<file path="src/rtl/multi_timer_if.sv">
// Bus bundle for multi_timer: per-channel period/control inputs and timer
// status outputs. CLK and RST stay as plain ports on the timer itself.
interface multi_timer_if #(
   parameter int WIDTH      = 8,
   parameter int CHANNELS   = 4,
   parameter int PRESCALE_W = 4
);
   logic [CHANNELS*WIDTH-1:0] timer_circle;
   logic [CHANNELS-1:0]       start_flag;
   logic [CHANNELS-1:0]       stop_flag;
   logic [CHANNELS-1:0]       mode;
   logic [PRESCALE_W-1:0]     prescale;
   logic [CHANNELS-1:0]       irq_clr;
   logic [CHANNELS-1:0]       timer_over;
   logic [CHANNELS-1:0]       busy;
   logic [CHANNELS*WIDTH-1:0] timer_value;
   logic [CHANNELS-1:0]       status;
   logic                      irq;

   modport master (
      output timer_circle, start_flag, stop_flag, mode, prescale, irq_clr,
      input  timer_over, busy, timer_value, status, irq
   );

   modport slave (
      input  timer_circle, start_flag, stop_flag, mode, prescale, irq_clr,
      output timer_over, busy, timer_value, status, irq
   );
endinterface

</file>
<file path="src/rtl/multi_timer.sv">
// CHANNELS independent down-count timers sharing one free-running prescaler,
// with one-cycle expiry pulses, sticky status bits and a combined irq.
//
// state   | meaning
// IDLE    | channel stopped, count held, waiting for start_flag
// RUN     | channel counting down on each prescaler tick
module multi_timer #(
   parameter int WIDTH      = 8,
   parameter int CHANNELS   = 4,
   parameter int PRESCALE_W = 4
) (
   input  logic         CLK,
   input  logic         RST,
   multi_timer_if.slave bus
);
   localparam logic [0:0]            ST_IDLE  = 1'b0;
   localparam logic [0:0]            ST_RUN   = 1'b1;
   localparam logic [WIDTH-1:0]      CNT_ONE  = {{(WIDTH-1){1'b0}}, 1'b1};
   localparam logic [PRESCALE_W-1:0] PRE_ONE  = {{(PRESCALE_W-1){1'b0}}, 1'b1};

   logic [PRESCALE_W-1:0]     pre_cnt_q, pre_cnt_d;
   logic                      tick;
   logic [CHANNELS-1:0]       state_q, state_d;
   logic [CHANNELS-1:0]       mode_q, mode_d;
   logic [CHANNELS-1:0]       over_q, over_d;
   logic [CHANNELS-1:0]       status_q, status_d;
   logic                      irq_q, irq_d;
   logic [CHANNELS*WIDTH-1:0] count_q, count_d;
   logic [CHANNELS*WIDTH-1:0] period_q, period_d;

   // Compare with >= so that lowering prescale mid-count ticks at once.
   always_comb begin
      tick      = (pre_cnt_q >= bus.prescale);
      pre_cnt_d = tick ? '0 : pre_cnt_q + PRE_ONE;
   end

   always_comb begin
      state_d  = state_q;
      mode_d   = mode_q;
      count_d  = count_q;
      period_d = period_q;
      over_d   = '0;
      for (int i = 0; i < CHANNELS; i++) begin
         if (bus.stop_flag[i]) begin
            state_d[i] = ST_IDLE;
         end else if (bus.start_flag[i]) begin
            state_d[i]                  = ST_RUN;
            mode_d[i]                   = bus.mode[i];
            count_d[i*WIDTH +: WIDTH]   = bus.timer_circle[i*WIDTH +: WIDTH];
            period_d[i*WIDTH +: WIDTH]  = bus.timer_circle[i*WIDTH +: WIDTH];
         end else if (state_q[i] == ST_RUN && tick) begin
            if (count_q[i*WIDTH +: WIDTH] != '0) begin
               count_d[i*WIDTH +: WIDTH] = count_q[i*WIDTH +: WIDTH] - CNT_ONE;
            end else begin
               over_d[i] = 1'b1;
               if (mode_q[i]) begin
                  count_d[i*WIDTH +: WIDTH] = period_q[i*WIDTH +: WIDTH];
               end else begin
                  state_d[i] = ST_IDLE;
               end
            end
         end
      end
      // Expiry outranks a same-cycle clear so no event is lost.
      status_d = over_d | (status_q & ~bus.irq_clr);
      irq_d    = |status_q;
   end

   always_ff @(posedge CLK or negedge RST) begin
      if (!RST) begin
         pre_cnt_q <= '0;
         state_q   <= {CHANNELS{ST_IDLE}};
         mode_q    <= '0;
         count_q   <= '0;
         period_q  <= '0;
         over_q    <= '0;
         status_q  <= '0;
         irq_q     <= 1'b0;
      end else begin
         pre_cnt_q <= pre_cnt_d;
         state_q   <= state_d;
         mode_q    <= mode_d;
         count_q   <= count_d;
         period_q  <= period_d;
         over_q    <= over_d;
         status_q  <= status_d;
         irq_q     <= irq_d;
      end
   end

   assign bus.timer_over  = over_q;
   assign bus.busy        = state_q;
   assign bus.timer_value = count_q;
   assign bus.status      = status_q;
   assign bus.irq         = irq_q;
endmodule

</file>
<file path="src/flat_wrapper.sv">
// flat-port wrapper written by rule: the top's interface ports become plain ports
module multi_timer_flat 
#(
   parameter int WIDTH      = 8,
   parameter int CHANNELS   = 4,
   parameter int PRESCALE_W = 4
)
  (CLK, RST, bus_timer_circle, bus_start_flag, bus_stop_flag, bus_mode, bus_prescale, bus_irq_clr, bus_timer_over, bus_busy, bus_timer_value, bus_status, bus_irq);
  multi_timer_if #(.WIDTH(WIDTH), .CHANNELS(CHANNELS), .PRESCALE_W(PRESCALE_W)) bus_i ();
  input  logic CLK;
  input  logic RST;
  input wire logic [$bits(bus_i.timer_circle)-1:0] bus_timer_circle;
  input wire logic [$bits(bus_i.start_flag)-1:0] bus_start_flag;
  input wire logic [$bits(bus_i.stop_flag)-1:0] bus_stop_flag;
  input wire logic [$bits(bus_i.mode)-1:0] bus_mode;
  input wire logic [$bits(bus_i.prescale)-1:0] bus_prescale;
  input wire logic [$bits(bus_i.irq_clr)-1:0] bus_irq_clr;
  output wire logic [$bits(bus_i.timer_over)-1:0] bus_timer_over;
  output wire logic [$bits(bus_i.busy)-1:0] bus_busy;
  output wire logic [$bits(bus_i.timer_value)-1:0] bus_timer_value;
  output wire logic [$bits(bus_i.status)-1:0] bus_status;
  output wire logic [$bits(bus_i.irq)-1:0] bus_irq;
  assign bus_i.timer_circle = bus_timer_circle;
  assign bus_i.start_flag = bus_start_flag;
  assign bus_i.stop_flag = bus_stop_flag;
  assign bus_i.mode = bus_mode;
  assign bus_i.prescale = bus_prescale;
  assign bus_i.irq_clr = bus_irq_clr;
  assign bus_timer_over = bus_i.timer_over;
  assign bus_busy = bus_i.busy;
  assign bus_timer_value = bus_i.timer_value;
  assign bus_status = bus_i.status;
  assign bus_irq = bus_i.irq;
  multi_timer #(.WIDTH(WIDTH), .CHANNELS(CHANNELS), .PRESCALE_W(PRESCALE_W)) u_core (.CLK(CLK), .RST(RST), .bus(bus_i));
endmodule
</file>
<file path="config.mk">
export PLATFORM = sky130hd
export DESIGN_NAME = multi_timer_flat
export DESIGN_NICKNAME = d
export VERILOG_FILES = /design/src/rtl/multi_timer_if.sv /design/src/rtl/multi_timer.sv /design/src/flat_wrapper.sv
export SDC_FILE = /design/constraint.sdc
export NUM_CORES = 1
export LEC_CHECK = 0
export CAP_MARGIN = 20
export CORE_MARGIN = 3
export CORE_UTILIZATION = 51
export DETAILED_ROUTE_END_ITERATION = 7
export GPL_ROUTABILITY_DRIVEN = 0
export PLACE_DENSITY = 0.85
export RECOVER_POWER = 50
export SLEW_MARGIN = 25
export SYNTH_ARGS = -nofsm -noshare
export SYNTH_HDL_FRONTEND = slang
export SYNTH_SLANG_ARGS = --single-unit
</file>
<file path="constraint.sdc">
create_clock -name CLK -period 3 [get_ports CLK]
set_input_delay 0.75 -clock CLK [delete_from_list [all_inputs] [get_ports CLK]]
set_output_delay 0.75 -clock CLK [all_outputs]
set_load 0.02 [all_outputs]
</file>
Yosys cells after proc, flatten, opt, wreduce, memory -nomap -nowiden:

Index checks and enable logic that the tools add are counted.

* reduce and logical (&&, ||, !) cells: 33
* equality and inequality tests: 8
* shift operators: 0
* bitwise gates (word level): 7
* divide/modulo/power cells: 0
* add/subtract/negate cells: 5
* multipliers: 0
* muxes and demuxes: 53
* magnitude comparators: 1

Operators by type and width (number)
* $mux W8: 16
* $mux W1: 36
* $reduce_bool A8 Y1: 4
* $sub A8 B1 Y8 const B: 4
* $ne A3 B3 Y1 const B: 8
* $reduce_and A3 Y1: 8
* $reduce_bool A3 Y1: 8
* $reduce_and A2 Y1: 4
* $reduce_bool A2 Y1: 4
* $add A4 B1 Y4 const B: 1
* $and A4 B4 Y4: 1
* $ge A4 B4 Y1: 1
* $logic_and A1 B1 Y1: 4
* $mux W4: 1
* $not A1 Y1: 4
* $not A4 Y4: 1
* $or A4 B4 Y4: 1
* $reduce_or A4 Y1: 1

* bits in latches: 0
* bits of input ports: 54
* output and inout port bits: 45
* memory bits (writable): 0
* memory bits (read-only): 0
* memories kept: 0
* bits in registers: 85

Depth between registers and ports, before layout:

* depth in word-level cells: 6
* depth in mapped cells: 8
* gate-level depth less buffers: 7

Worst setup path before layout:

Ideal clock, no wire load.

* path kind: register -> register
* from: register u_core.count_q[0], in the netlist u_core.bus.timer_value[0]
* to: register u_core.count_q[3], in the netlist u_core.bus.timer_value[3]
* period minus slack after synthesis: 2540 ps
* library setup time: 126 ps
* cell stages (with the launch flop): 9
* data arrival time: 2414 ps
* slack: 460 ps
* cells stage by stage: dfrtp_1 inv_1 ha_1 or4b_4 or4_1 buf_2 o2111ai_2 a211oi_1 a221o_1

* word-level cells in the longest chain between the ends: 4

RTL lines
* from (decl): line multi_timer.sv:28 `logic [CHANNELS*WIDTH-1:0] count_q, count_d;`
* from (signal assigned): line multi_timer.sv:83 `count_q <= count_d;`
* $sub A8 B1 Y8 or $reduce_bool A8 Y1 (tied branches): line multi_timer.sv:53, multi_timer.sv:52
* $mux W8: line multi_timer.sv:52 `if (count_q[i*WIDTH +: WIDTH] != '0) begin`
* $mux W8: line multi_timer.sv:51 `end else if (state_q[i] == ST_RUN && tick) begin`
* $mux W8: line multi_timer.sv:46 `end else if (bus.start_flag[i]) begin`

Several ways; a longest one is shown, not always the timed one. The select of a mux whose other input is x is not followed.
A chain may end at the register's enable or synchronous reset.

Worst setup path in the final report:

* from: register u_core.count_q[17], in the netlist u_core.bus.timer_value[17]
* to: register u_core.count_q[21], in the netlist u_core.bus.timer_value[21]

The elaborated chain is that of the path after synthesis.

==> results.yml <==
status:
  status: "finished clean"
timing:
  setup-violations-final: 0
  hold_violations: 0
  fmax_mhz: 364
  drv_slew: 0
  relSlewSlack: 0.273
  tns_ns: 0
  finalCriticalPeriod_ns: 2.75
  rsz0062_at_grt: "no"
  tightest_slew_ns: 1.09
  finalCritPeriodShare: 0.916
  fin_hold_ws_ns: 0.477
  clock_skew_ns: 0.0132
synth:
  syn_area_sq_um: 4590
  yosys.area_share.simple: 0.264
  synth_compound_area_frac: 0.158
  synth_fa_ha_area_frac: 0.0273
  synth_seq_cells: 85
  synthMuxAreaShare: 0.0281
  synth_ff_type: "dfrtp_1"
  synth_top_family_by_area: "simple AND/OR/NAND/NOR gates"
  async_flop_share: 1.00
  synth_nets: 583
  syn_inst: 519
  synth_warnings: 0
  synth_edf_count: 0
  avgSynthCellArea_sq_um: 8.85
  yosysSeqAreaShare: 0.463
  synth_cell_types: 63
  synth-xor-area-share: 0.0191
pwr:
  p_sw_mw: 1.47
  pwr-share-seq: 0.408
  p_leak_nw: 2.75
  power_density_nw_per_um2: 686
  comb_power_share: 0.347
  pwr-share-clk: 0.245
  p_int_mw: 2.64
  p_total_mw: 4.10
  switching_share: 0.357
  peakVddDrop_mv: 0.386
die:
  core-area_sq_um: 8460
  ioPinCount: 99
  die-height_um: 101
  die_w_um: 101
  initial_utilization: 0.542
  dieArea_sq_um: 10200
  core.rowCount: 33
global_routing:
  grt_use_total: 0.240
  grt_pass1_wl_um: 19700
  grt_max_degree: 44
  grt_pass1_vias: 4128
  antenna_found_initial: 0
  grt-ovfl-total: 0
detailed_routing:
  wirelength_um: 12000
  first_iter_violations: 193
  vias_per_cell: 5.84
  num_vias: 4312
  wl_met2_um: 5940
  wl_met1_um: 5110
  drtAntennaViolNets: 0
  dr_wl_met3_um: 843
  drcViolationCount: 0
  avgRoutedWirePerCell_um: 16.3
  highest_layer: "met4"
  drt-pass1-iter-count: 4
finish:
  fin_util: 0.707
  drive_above_1_share: 0.0932
  fillers: 641
  diodes: 0
  area_growth_pct: 30.3
  seq_area_sq_um: 2130
  fin_nets: 692
  multi_input_area_sq_um: 2280
clock_network:
  cts.sinks: 85
  cts_buffer_depth: 2
  cts_setup_buffers: 0
  cts.clk_slew.worst_paths_ns: 0.09
  post_cts_resized: 0
  cts_tree: "built"
  clockRootBuffer: "clkbuf_8"
  numCtsBuffers: 9
  cts_max_level: 3
  clock_latency_ns: 0.35
  cts_hold_buf: 0
worst_setup_path:
  crit_path_top_delay_cell: "or4_4"
  crit_type: "flop to flop"
  critPathMaxStageDelay_ns: 0.52
  end_kind: "flop"
  crit_arrival_ns: 2.98
  cp.required_ns: 3.23
  worstPathCellList: "inv_1 > ha_1 > or4b_4 > or4_4 > nor2_1 > o21ai_1 > buf_4 > mux2_2"
  crit_path_max_fanout: 12
  crit_path_start_kind: "flop"
placement:
  portBuffers: 98
  dp_hpwl_um: 8640
min_path:
  hp-class: "flop to flop"
run:
  maxCapViolCount: 0
[logic make-up after synthesis]
family,count (synthesis)
AOI/OAI and AO/OA,98
xor gates and xnor gates,10
adders and majority gates,10
buffers and inverters,45
DFF,85
muxes,12
and+or+nand+nor,259
[power by group through the flow]
stage / Sequential (mW) / Clock, mW / Combinational, mW
5_1_grt: 1.71 / 1.07 / 1.55
2_1_floorplan: 1.77 / 0 / 0.681
6_report: 1.68 / 1.00 / 1.42
3_3_place_gp: 1.67 / 0 / 1.37
3_5_place_dp: 1.68 / 0 / 1.42
4_1_cts: 1.66 / 1.02 / 1.44
[metal layers]
| metal | global-route usage | vias up |
|---|---|---|
| met3 | 0.0381 | 12 |
| li1 | - | 2046 |
| met1 | 0.319 | 2074 |
| met5 | 0 | - |
| met2 | 0.409 | 180 |
| met4 | 0.0601 | 0 |
[through the flow]
stage	area [sq um]	instances	worst slack [ns]
after floorplan	4590	519	0.460
after global placement	5760	722	0.0893
after detailed placement	5760	722	-0.00217
after CTS	6000	738	0.289
after global routing	5980	738	0.102
final	5980	738	0.253
[worst max-delay path, delay by kind of cell (launching register included)]
kind                       cells  cell delay (ns)
adders and majority gates      1             0.25
AOI/OAI and AO/OA              1             0.09
DFF                            1             0.46
muxes                          1             0.26
and+or+nand+nor                3             1.28
buffers and inverters          2             0.30
[cell usage in the layout, fill, tap and decap left out, types with 7 or more instances in the layout]
cell             instances
a211oi_1                12
a21o_1                   7
a21oi_1                 13
buf_4                   14
clkbuf_8                10
clkdlybuf4s50_1         93
dfrtp_1                 85
ha_1                    10
inv_1                   29
mux2_2                   7
nand2_1                123
nand3_1                  8
nor2_1                  49
nor3_1                  23
o21ai_0                 19
o221a_2                  7
[flip-flops by register name (all words and copies together), names as in the netlist]
| register | cells |
|---|---|
| u_core.mode_q | 4 |
| u_core.bus.status | 4 |
| u_core.pre_cnt_q | 4 |
| u_core.bus.irq | 1 |
| u_core.bus.timer_over | 4 |
| u_core.bus.timer_value | 32 |
| u_core.bus.busy | 4 |
| u_core.period_q | 32 |
[worst paths after layout]
| path | start | cells past startpoint | slack (ns) | to |
|---|---|---|---|---|
| setup reg to reg | u_core.bus.timer_value[17] | 8 | 0.25 | u_core.bus.timer_value[21] |
| max in group asynchronous | RST | 2 | 0.77 | u_core.mode_q[3] |
| hold / removal | u_core.period_q[25] | 2 | 0.48 | u_core.period_q[25] |
| hold reg to reg | u_core.period_q[25] | 2 | 0.48 | u_core.period_q[25] |
| min in group asynchronous | RST | 1 | 0.58 | u_core.bus.timer_value[6] |
| setup / recovery | u_core.bus.timer_value[17] | 8 | 0.25 | u_core.bus.timer_value[21] |
[cell type report]
type	instances	area share
clock buffer	11	0.0236
clock inverter	5	0.0180
inverter	29	0.0182
multi-input combinational	389	0.381
sequential	85	0.355
tap	105	0.0220
timing repair buffer	114	0.182
[synthesized netlist by cell type (2+ instances only)]
| cell type | n | area (sq um) |
|---|---|---|
| a211oi_1 | 12 | 90.1 |
| a21boi_0 | 2 | 15.0 |
| a21o_1 | 7 | 52.6 |
| a21oi_1 | 13 | 65.1 |
| a221o_1 | 2 | 20.0 |
| a221oi_1 | 2 | 17.5 |
| a2bb2oi_1 | 2 | 17.5 |
| a31oi_1 | 2 | 12.5 |
| and2_1 | 3 | 18.8 |
| and3_1 | 5 | 31.3 |
| and4_1 | 2 | 17.5 |
| buf_2 | 2 | 10.0 |
| buf_6 | 2 | 22.5 |
| clkbuf_1 | 12 | 45.0 |
| dfrtp_1 | 85 | 2130 |
| ha_1 | 10 | 125 |
| inv_1 | 29 | 109 |
| mux2_2 | 7 | 78.8 |
| mux2i_1 | 5 | 50.1 |
| nand2_1 | 123 | 462 |
| nand2b_1 | 6 | 37.5 |
| nand3_1 | 8 | 40.0 |
| nand4_1 | 3 | 18.8 |
| nor2_1 | 49 | 184 |
| nor2b_1 | 4 | 25.0 |
| nor3_1 | 23 | 115 |
| nor4_1 | 6 | 37.5 |
| o211ai_1 | 3 | 22.5 |
| o21a_1 | 2 | 15.0 |
| o21ai_0 | 19 | 95.1 |
| o221a_2 | 7 | 78.8 |
| o221ai_1 | 4 | 35.0 |
| o31a_1 | 2 | 17.5 |
| o31ai_1 | 5 | 37.5 |
| or2_2 | 4 | 25.0 |
| or3_1 | 6 | 37.5 |
| or4_1 | 6 | 45.0 |
| or4b_4 | 2 | 27.5 |
| xnor2_1 | 6 | 52.6 |
| xor2_1 | 4 | 35.0 |
(Power assumes the default switching activity.)
